--- config.mk ---
export PLATFORM = sky130hd
export DESIGN_NAME = mips_if_stage_flat
export DESIGN_NICKNAME = d
export VERILOG_FILES = /design/src/rtl/mips_if_stage_if.sv /design/src/rtl/mips_if_stage.sv /design/src/flat_wrapper.sv
export SDC_FILE = /design/constraint.sdc
export NUM_CORES = 1
export LEC_CHECK = 0
export CAP_MARGIN = 20
export CORE_MARGIN = 2
export CORE_UTILIZATION = 47
export DETAILED_ROUTE_END_ITERATION = 7
export PLACE_DENSITY_LB_ADDON = 0.12
export SYNTH_ARGS = -nofsm -noshare
export SYNTH_HDL_FRONTEND = slang
export SYNTH_SLANG_ARGS = --single-unit
--- constraint.sdc ---
create_clock -name clk -period 4.45 [get_ports clk]
set_input_delay 0.6675 -clock clk [delete_from_list [all_inputs] [get_ports clk]]
set_output_delay 0.6675 -clock clk [all_outputs]
set_load 0.01 [all_outputs]
--- src/rtl/mips_if_stage_if.sv ---
// ---------------------------------------------------------------------------
// mips_if_stage_if
// Bus bundle between the instruction-fetch stage and its surroundings
// (hazard unit, branch resolution, instruction ROM and decode stage).
//   slave  modport : the fetch stage itself
//   master modport : the environment driving the fetch stage
// Signals:
//   stall_i        hold PC and IF/ID
//   redirect_i     load redirect_pc_i into PC and flush IF/ID
//   redirect_pc_i  redirect target (byte address)
//   imem_addr_o    ROM byte address (current PC)
//   imem_data_i    ROM word at imem_addr_o
//   if_id_instr_o  IF/ID instruction
//   if_id_pc4_o    IF/ID PC+4
//   if_id_valid_o  IF/ID holds a real instruction
//   misalign_o     one-cycle pulse after a redirect to an unaligned target
//   fetch_count_o  number of valid instructions loaded into IF/ID
// ---------------------------------------------------------------------------
interface mips_if_stage_if;
  logic        stall_i;
  logic        redirect_i;
  logic [31:0] redirect_pc_i;
  logic [31:0] imem_addr_o;
  logic [31:0] imem_data_i;
  logic [31:0] if_id_instr_o;
  logic [31:0] if_id_pc4_o;
  logic        if_id_valid_o;
  logic        misalign_o;
  logic [31:0] fetch_count_o;

  modport slave (
    input  stall_i, redirect_i, redirect_pc_i, imem_data_i,
    output imem_addr_o, if_id_instr_o, if_id_pc4_o, if_id_valid_o,
           misalign_o, fetch_count_o
  );

  modport master (
    output stall_i, redirect_i, redirect_pc_i, imem_data_i,
    input  imem_addr_o, if_id_instr_o, if_id_pc4_o, if_id_valid_o,
           misalign_o, fetch_count_o
  );
endinterface

--- src/rtl/mips_if_stage.sv ---
// ---------------------------------------------------------------------------
// mips_if_stage
// Instruction-fetch stage of the pipelined MIPS core. Owns the program
// counter, addresses the instruction ROM combinationally from the PC and
// loads the IF/ID pipeline register. Per-edge priority is redirect, then
// stall, then normal advance.
// Ports:
//   clk  pipeline clock (rising edge)
//   rst  asynchronous active-high reset
//   bus  mips_if_stage_if.slave (stall/redirect in, ROM address/data,
//        IF/ID outputs, misalign pulse, fetch counter)
// ---------------------------------------------------------------------------
module mips_if_stage #(
  parameter logic [31:0] RESET_PC  = 32'h0000_0000,
  parameter logic [31:0] NOP_INSTR = 32'h0000_0000
) (
  input  logic                  clk,
  input  logic                  rst,
  mips_if_stage_if.slave        bus
);

  // Redirect targets are forced onto a word boundary; the low bits only
  // feed the misalign report.
  function automatic logic [31:0] align_target(input logic [31:0] t);
    return {t[31:2], 2'b00};
  endfunction

  function automatic logic is_misaligned(input logic [31:0] t);
    return (t[1:0] != 2'b00);
  endfunction

  logic [31:0] pc_p0;
  logic [31:0] instr_p1;
  logic [31:0] pc4_p1;
  logic        vld_p1;
  logic        misalign_p1;
  logic [31:0] fetch_count;
  logic [31:0] pc_next4;

  assign pc_next4 = pc_p0 + 32'd4;

  // IF: PC drives the ROM directly, no input reaches the address.
  assign bus.imem_addr_o = pc_p0;

  // IF -> ID boundary
  always_ff @(posedge clk or posedge rst) begin
    if (rst) begin
      pc_p0       <= RESET_PC;
      instr_p1    <= NOP_INSTR;
      pc4_p1      <= 32'd0;
      vld_p1      <= 1'b0;
      misalign_p1 <= 1'b0;
      fetch_count <= 32'd0;
    end else if (bus.redirect_i) begin
      // Wrong-path word on imem_data_i is dropped; one bubble results.
      pc_p0       <= align_target(bus.redirect_pc_i);
      instr_p1    <= NOP_INSTR;
      pc4_p1      <= 32'd0;
      vld_p1      <= 1'b0;
      misalign_p1 <= is_misaligned(bus.redirect_pc_i);
    end else if (bus.stall_i) begin
      misalign_p1 <= 1'b0;
    end else begin
      pc_p0       <= pc_next4;
      instr_p1    <= bus.imem_data_i;
      pc4_p1      <= pc_next4;
      vld_p1      <= 1'b1;
      misalign_p1 <= 1'b0;
      fetch_count <= fetch_count + 32'd1;
    end
  end

  assign bus.if_id_instr_o = instr_p1;
  assign bus.if_id_pc4_o   = pc4_p1;
  assign bus.if_id_valid_o = vld_p1;
  assign bus.misalign_o    = misalign_p1;
  assign bus.fetch_count_o = fetch_count;

endmodule

--- src/flat_wrapper.sv ---
// flat-port wrapper written by rule: the top's interface ports become plain ports
module mips_if_stage_flat 
#(
  parameter logic [31:0] RESET_PC  = 32'h0000_0000,
  parameter logic [31:0] NOP_INSTR = 32'h0000_0000
)
  (clk, rst, bus_stall_i, bus_redirect_i, bus_redirect_pc_i, bus_imem_data_i, bus_imem_addr_o, bus_if_id_instr_o, bus_if_id_pc4_o, bus_if_id_valid_o, bus_misalign_o, bus_fetch_count_o);
  mips_if_stage_if bus_i ();
  input  logic clk;
  input  logic rst;
  input wire logic [$bits(bus_i.stall_i)-1:0] bus_stall_i;
  input wire logic [$bits(bus_i.redirect_i)-1:0] bus_redirect_i;
  input wire logic [$bits(bus_i.redirect_pc_i)-1:0] bus_redirect_pc_i;
  input wire logic [$bits(bus_i.imem_data_i)-1:0] bus_imem_data_i;
  output wire logic [$bits(bus_i.imem_addr_o)-1:0] bus_imem_addr_o;
  output wire logic [$bits(bus_i.if_id_instr_o)-1:0] bus_if_id_instr_o;
  output wire logic [$bits(bus_i.if_id_pc4_o)-1:0] bus_if_id_pc4_o;
  output wire logic [$bits(bus_i.if_id_valid_o)-1:0] bus_if_id_valid_o;
  output wire logic [$bits(bus_i.misalign_o)-1:0] bus_misalign_o;
  output wire logic [$bits(bus_i.fetch_count_o)-1:0] bus_fetch_count_o;
  assign bus_i.stall_i = bus_stall_i;
  assign bus_i.redirect_i = bus_redirect_i;
  assign bus_i.redirect_pc_i = bus_redirect_pc_i;
  assign bus_i.imem_data_i = bus_imem_data_i;
  assign bus_imem_addr_o = bus_i.imem_addr_o;
  assign bus_if_id_instr_o = bus_i.if_id_instr_o;
  assign bus_if_id_pc4_o = bus_i.if_id_pc4_o;
  assign bus_if_id_valid_o = bus_i.if_id_valid_o;
  assign bus_misalign_o = bus_i.misalign_o;
  assign bus_fetch_count_o = bus_i.fetch_count_o;
  mips_if_stage #(.RESET_PC(RESET_PC), .NOP_INSTR(NOP_INSTR)) u_core (.clk(clk), .rst(rst), .bus(bus_i));
endmodule
Word level (Yosys, flattened, before mapping)
Cells that the tools add are included.
{"block": "op_classes", "bitwise_logic": 2, "addsub": 2, "eq_ne": 1, "n_mux": 8, "reduce_logical": 2}
{"operator": "2-to-1 mux 32 bit", "count": 5}
{"operator": "adder 32 x 1 -> 32 bit, second input constant", "count": 1}
{"operator": "adder 32 x 3 -> 32 bit, second input constant", "count": 1}
{"operator": "2-to-1 mux 1 bit", "count": 3}
{"operator": "inequality test 2 x 1 -> 1 bit, second input constant", "count": 1}
{"operator": "NOT 1 bit", "count": 2}
{"operator": "AND reduction 2 bit", "count": 1}
{"operator": "nonzero test 2 bit", "count": 1}
{"block": "totals", "wordCells": 21, "output_inout_bits": 130, "register_bits": 130, "in_bits": 68}

Depth between registers and ports, before layout
Gate-level depths: netlist of run 1.
{"block": "depth", "depth_word": 3, "mapped_depth": 7, "mapped_depth_nobuf": 5}

Worst setup path before layout of run 1
No wires, ideal clock.
{"block": "synth_path", "path_type": "input to register", "start": "input port bus_stall_i", "end": "register u_core.instr_p1[0] (netlist: u_core.bus.if_id_instr_o[0])", "required_ns": 4.318, "arrival_time_ns": 2.146, "path_buffers": 4, "path_stages": 6, "setup_ns": 0.132, "slack_ns": 2.172, "path_cell_list": "clkbuf_1 > clkbuf_1 > buf_1 > buf_1 > mux2i_1 > nor2_1"}
{"block": "synth_between", "elab_chain_len": 1}
{"item": "from (decl)", "line": "flat_wrapper.sv:11", "rtl": "input wire logic [$bits(bus_i.stall_i)-1:0] bus_stall_i;"}
{"item": "inequality test 2 x 1 -> 1 bit (no source line)"}
{"item": "to (signal assigned)", "line": "mips_if_stage.sv:65", "rtl": "instr_p1 <= bus.imem_data_i;"}
{"item": "to (decl)", "line": "mips_if_stage.sv:33", "rtl": "logic [31:0] instr_p1;"}
Every way passes these cells.
A chain may end at the register's enable or synchronous reset.

Worst setup path in the final report of run 1
{"block": "layout_path", "start": "register u_core.pc_p0[4] (netlist: u_core.bus.imem_addr_o[4])", "end": "register u_core.pc4_p1[29] (netlist: u_core.bus.if_id_pc4_o[29])"}
{"block": "layout_between", "elab_chain_len": 3}
{"item": "from (decl)", "line": "mips_if_stage.sv:32", "rtl": "logic [31:0] pc_p0;"}
{"item": "from (signal assigned)", "line": "mips_if_stage.sv:56", "rtl": "pc_p0 <= align_target(bus.redirect_pc_i);"}
{"item": "from (signal assigned)", "line": "mips_if_stage.sv:64", "rtl": "pc_p0 <= pc_next4;"}
{"item": "adder 32 x 3 -> 32 bit", "line": "mips_if_stage.sv:40", "rtl": "assign pc_next4 = pc_p0 + 32'd4;"}
{"item": "2-to-1 mux 32 bit", "line": "mips_if_stage.sv:61", "rtl": "end else if (bus.stall_i) begin"}
{"item": "2-to-1 mux 32 bit", "line": "mips_if_stage.sv:54", "rtl": "end else if (bus.redirect_i) begin"}
{"item": "to (signal assigned)", "line": "mips_if_stage.sv:66", "rtl": "pc4_p1 <= pc_next4;"}
{"item": "to (decl)", "line": "mips_if_stage.sv:34", "rtl": "logic [31:0] pc4_p1;"}
Every way passes these cells. The select of a mux whose other input is x is not followed.

==> results of run 1 <==
## worst min-delay path by stage
stage	startpoint	to	slack, ns	depth (start not counted)
2_1_floorplan	u_core.bus.fetch_count_o[31]	u_core.bus.fetch_count_o[31]	0.51	1
3_3_place_gp	u_core.bus.fetch_count_o[31]	u_core.bus.fetch_count_o[31]	0.47	1
3_5_place_dp	u_core.bus.if_id_valid_o	u_core.bus.if_id_valid_o	0.47	1
4_1_cts	u_core.bus.fetch_count_o[31]	u_core.bus.fetch_count_o[31]	0.49	1
5_1_grt	u_core.bus.fetch_count_o[31]	u_core.bus.fetch_count_o[31]	0.51	1
6_report	u_core.bus.if_id_valid_o	u_core.bus.if_id_valid_o	0.49	1
## state kept, by name (all words and copies together), names as in the netlist
name / flops
u_core.bus.if_id_instr_o: 32
u_core.bus.misalign_o: 1
u_core.bus.if_id_valid_o: 1
u_core.bus.fetch_count_o: 32
u_core.bus.if_id_pc4_o: 31
u_core.bus.imem_addr_o: 30
## cell usage after synthesis (12+ instances only)
cell and count:
dfrtp_1 127, nor2_1 67, nand2_1 48, xnor2_1 46
clkbuf_1 36, mux2i_1 32, nand4_1 29, nand3_1 28
o21ai_0 20, or4_1 16, o31ai_1 15, nor3_1 13
and3_1 12
## cell families (layout without fill, tap and decap cells)
logic type,Yosys count,count (layout),share of synthesized area (%)
simple gates,256,256,21.00
mux,33,33,5.256
buf+inv,64,240,4.204
xor+xnor,54,54,7.497
flops,127,127,50.38
fa+ha+maj,2,2,0.3966
compound gates,99,99,11.21
other cells,1,2,0.05944
## layout make-up
type	instances	area (um2)	share of cell area (%)
Timing Repair Buffer	199	2009	22.62
Inverter	10	40.04	0.4507
Sequential cell	127	3178	35.77
Clock inverter	7	85.08	0.9577
Tap cell	176	220.2	2.479
Clock buffer	24	481.7	5.423
Multi-Input combinational cell	446	2869	32.30
## stage by stage
step / instances / power, uW / util (%) / hold WS, ns / setup slack [ns]
2_1_floorplan: 637 / 1628 / - / 0.5075 / 0.3982
3_3_place_gp: 957 / 1927 / 62.84 / 0.4667 / 1.650
3_5_place_dp: 957 / 1945 / 62.84 / 0.4716 / 1.580
4_1_cts: 988 / 3300 / 67.14 / 0.4886 / 1.709
5_1_grt: 989 / 3407 / 67.35 / 0.5126 / 1.471
6_report: 989 / 3276 / 67.35 / 0.4860 / 1.671
## power by group
| group | switching, uW | internal, uW | leakage [uW] | total, uW |
|---|---|---|---|---|
| Combinational | 254 | 314 | 0.00170 | 568 |
| Sequential | 114 | 1250 | 0.00165 | 1360 |
| Clock | 486 | 861 | 0.000284 | 1350 |
| Total | 854 | 2420 | 0.00363 | 3280 |
## layer usage
| layer | wire [um] | vias up | share of wire, % |
|---|---|---|---|
| li1 | - | 2626 | - |
| met5 | 0 | - | 0 |
| met4 | 401 | 0 | 2.3 |
| met3 | 1233 | 35 | 7.1 |
| met2 | 8430 | 249 | 49 |
| met1 | 7304 | 2739 | 42 |
## cells in the final DEF, fill, tap and decap left out, types with 5 or more instances in the layout
cell type | Yosys | final
clkdlybuf4s50_1 | 0 | 193
dfrtp_1 | 127 | 127
nor2_1 | 67 | 67
nand2_1 | 48 | 48
xnor2_1 | 46 | 46
mux2i_1 | 32 | 32
nand4_1 | 29 | 29
nand3_1 | 28 | 28
o21ai_0 | 20 | 20
clkbuf_16 | 0 | 17
or4_1 | 16 | 16
o31ai_1 | 15 | 15
nor3_1 | 13 | 13
and3_1 | 12 | 12
a21oi_1 | 10 | 10
nor4_1 | 10 | 10
and4_1 | 10 | 10
a311oi_1 | 9 | 9
xor2_1 | 8 | 8
a211oi_1 | 8 | 8
inv_1 | 8 | 7
nor2b_1 | 6 | 6
a31oi_1 | 6 | 6
o31a_1 | 5 | 5
and2_1 | 5 | 5
clkinv_2 | 0 | 5
==> impl_metrics.tcl, run 1 <==
set metrics [dict create \
    status "complete, no violations" \
    antenna_found_initial 0 \
    diodes 0 \
    die_x_um 119.9 \
    grt_pass1_vias 5416 \
    clock_latency_ns 0.41 \
    required_ns 4.75 \
    yosys.area.top_type_share_pct 50.38 \
    rows 42 \
    path_common_cell "or4_1" \
    slowest_delay_ns 0.92 \
    synth_seq_area_share_pct 50.38 \
    fin_nets 871 \
    grtUsageMet1_pct 32.23 \
    place.gp.congestion 0.8188 \
    synth.area.top_cells "dfrtp_1, xnor2_1, mux2i_1" \
    cts_root_buf "clkbuf_16" \
    cts_setup_buffers 0 \
    fillers 1021 \
    io_pins 198 \
    fin_setup_tns_ns 0 \
    rrSetupSlack_ns 1.67 \
    postPlaceCellArea_um2 8289 \
    vdd_drop_max_mv 0.2129 \
    grt_pass1_wl_um 28030 \
    r2r_start "u_core.bus.imem_addr_o[4]" \
    final.setup_skew_ns 0.008707 \
    critPathCaptureType "flop" \
    cts_resized 0 \
    place_hpwl_um 11550 \
    drc 0 \
    finalHoldViolCount 0 \
    start_util_pct 47.83 \
    cp.depth 4 \
    grt_max_degree 83 \
    cts-htree-levels 4 \
    maxSlewHeadroom_pct 34.94 \
    globalRouteMet2Util_pct 39.14 \
    cts_tree "done" \
    ys_types 51 \
    period_minus_slack_ns 2.779 \
    cap_violations 0 \
    hold_path_class "reg -> reg" \
    cts_buffers 17 \
    drt_iter0_markers 413 \
    grtUsageTotal_pct 24.53 \
    firstDrtPassIters 5 \
    path_buf_inv 0 \
    core_area_um2 13190 \
    port-buffer-count 195 \
    syn_area_um2 6309 \
    via_count 5649 \
    synth_seq_cells 127 \
    synth_cells 636 \
    async_flop_share_pct 100.0 \
    r2r_cells 4 \
    synthFlopType "dfrtp_1" \
    period_share_pct 62.45 \
    fmax_ghz 0.3598 \
    via_per_inst 5.712 \
    design.die.area_um2 14370 \
    rsz0062_at_grt "no" \
    fin_area_um2 8884 \
    synth-edff-count 0 \
    die_h_um 119.9 \
    hold_buffers 0 \
    tightest_slew_ns 0.9759 \
    gr-total-overflow 0 \
    arrival_ns 3.08 \
    drive_gt1_share_pct 5.166 \
    p_per_area_nw_per_um2 368.8 \
    crit_family "simple AND/OR/NAND/NOR gates" \
    worstSetupStartpoint "u_core.bus.imem_addr_o[4]" \
    drt_wl_total_um 17370 \
    synthToLayoutAreaGrowth_pct 40.82 \
    reg2reg_to "u_core.bus.if_id_pc4_o[29]" \
    cts.sinks 127 \
    crit_fanout 16 \
    setup_viol 0 \
    power.leakage_uw 0.003626 \
    crit_end "u_core.bus.if_id_pc4_o[29]" \
    use_met3_pct 6.416 \
    cp_slowest_cell "or4_1" \
    crit_type "reg -> reg" \
    slew_violations 0 \
    grt_busiest_layer "met2" \
    start_kind "flop" \
    synth_top_area_cell "dfrtp_1" \
    route.detailed.wl_per_inst_um 17.56 \
    crit_chain "nand3_1, or4_1, or4_1, a311oi_1" \
    ys_warn_count 0 \
    cts.reportedPaths.clkPinSlew_ns 0.05 \
    antenna_left 0 \
    cts_buffer_depth 2 \
    postSynthAreaPerCell_um2 9.919 \
]
Power figures use the tool's default switching activity.
==> run 2: changes to the inputs <==
- CORE_UTILIZATION: 47 -> 43
- clock period: 4.45 -> 2.4 ns (I/O delays scaled with it)
==> run 2 against run 1 <==
Sequential share of layout area shrank 1.2 points. Non-clock buffer count rose by 28. Global-route usage decreased by 1.2 points. Clock power increased by 100%. Power rose by 94%. Sequential cell count did not move.
==> impl_metrics.tcl, run 2 (synthesis results as in run 1) <==
set metrics [dict create \
    status "complete, no violations" \
    io_pins 198 \
    fillers 1205 \
    rsz0062_at_grt "no" \
    design.die.area_um2 15660 \
    crit_chain "nand3_1, or4_1, or4_1, a311oi_1" \
    setup_viol 0 \
    tightest_slew_ns 0.6686 \
    path_common_cell "or4_1" \
    cts_setup_buffers 0 \
    rows 44 \
    gr-total-overflow 0 \
    antenna_left 0 \
    period_minus_slack_ns 2.230 \
    p_per_area_nw_per_um2 693.7 \
    cts_tree "done" \
    mostFrequentLayoutCells "clkdlybuf4s50_1, dfrtp_1, nor2_1, nand2_1, xnor2_1" \
    core_area_um2 14420 \
    firstDrtPassIters 5 \
    cts_resized 0 \
    via_per_inst 5.634 \
    final.setup_skew_ns 0.01029 \
    cts.sinks 127 \
    grt_pass1_vias 5986 \
    place.gp.congestion 0.8260 \
    drive_gt1_share_pct 8.214 \
    antenna_found_initial 0 \
    finalHoldViolCount 0 \
    drt_iter0_markers 375 \
    fin_nets 899 \
    cts_root_buf "clkbuf_16" \
    crit_family "simple AND/OR/NAND/NOR gates" \
    postPlaceCellArea_um2 8556 \
    r2r_cells 4 \
    cap_violations 0 \
    fin_setup_tns_ns 0 \
    port-buffer-count 195 \
    synthToLayoutAreaGrowth_pct 45.50 \
    fin_area_um2 9179 \
    fmax_ghz 0.4485 \
    period_share_pct 92.91 \
    via_count 5769 \
    required_ns 2.70 \
    drc 0 \
    die_h_um 125.1 \
    pre_cts_slack_ns 0.1699 \
    fin_ws_ns 0.1702 \
    start_util_pct 43.74 \
    drt_wl_total_um 17840 \
    arrival_ns 2.53 \
    hold_depth 3 \
    cp.depth 4 \
    p_total_uw 6367 \
    final_common_cell "clkdlybuf4s50_1" \
    hold_path_class "in -> reg" \
    die_x_um 125.1 \
    crit_type "reg -> reg" \
    slew_violations 0 \
    cts_buffer_depth 2 \
    grtUsageTotal_pct 23.34 \
    hold_buffers 0 \
    grt_pass1_wl_um 30010 \
    maxSlewHeadroom_pct 55.02 \
    place_hpwl_um 12460 \
    diodes 0 \
    cts-htree-levels 4 \
    slowest_delay_ns 0.70 \
    cts_buffers 17 \
    crit_fanout 8 \
    vdd_drop_max_mv 0.4829 \
    clock_latency_ns 0.41 \
    path_buf_inv 0 \
    critPathCaptureType "flop" \
    cts.reportedPaths.clkPinSlew_ns 0.05 \
    start_kind "flop" \
    power.leakage_uw 0.003778 \
    route.detailed.wl_per_inst_um 17.42 \
    grt_max_degree 55 \
    cp_slowest_cell "or4_1" \
]
==> run 2: metrics by stage <==
stage	instances	utilization, %	hold slack (ns)
after floorplan	637	-	0.4799
after global routing	1024	63.64	0.3039
after CTS	1024	63.64	0.2718
final	1024	63.64	0.2915
after detailed placement	994	59.32	0.4711
after global placement	994	59.32	0.4675
==> run 2: per-layer routing <==
layer	vias to the layer above	wire length, um	global-route usage, %
met2	218	8570	37.50
li1	2690	-	-
met1	2831	7499	29.18
met4	0	327	8.431
met5	-	0	0
met3	30	1440	8.387
==> run 2: worst register-to-register path: cells and delay by family, from the launching register on <==
kind,cells,cell delay [ns]
and+or+nand+nor,3,1.38
DFF,1,0.46
AOI/OAI and AO/OA,1,0.30
==> run 2: area by class of cell <==
class / count / area (um2) / area share (%)
Timing Repair Buffer: 227 / 2237 / 24.37
Sequential cell: 127 / 3178 / 34.62
Multi-Input combinational cell: 446 / 2869 / 31.26
Clock inverter: 5 / 127.6 / 1.390
Clock buffer: 25 / 495.5 / 5.398
Tap cell: 184 / 230.2 / 2.508
Inverter: 10 / 41.29 / 0.4498
==> run 2: power by group <==
group	internal, uW	leakage (uW)	switching, uW	total (uW)
clock	1840	0.000300	902	2740
sequential	2310	0.00165	184	2500
combinational	619	0.00183	509	1130
==> run 2: final timing paths <==
path                                               from                            to  slack (ns)
max                           u_core.bus.imem_addr_o[4]    u_core.bus.if_id_pc4_o[27]        0.17
min                                         bus_stall_i     u_core.bus.if_id_pc4_o[7]        0.29
max reg2reg                   u_core.bus.imem_addr_o[4]    u_core.bus.if_id_pc4_o[27]        0.17
min reg2reg                u_core.bus.fetch_count_o[31]  u_core.bus.fetch_count_o[31]        0.48
max in group asynchronous                           rst   u_core.bus.fetch_count_o[5]        1.42
min in group asynchronous                           rst  u_core.bus.fetch_count_o[19]        0.36
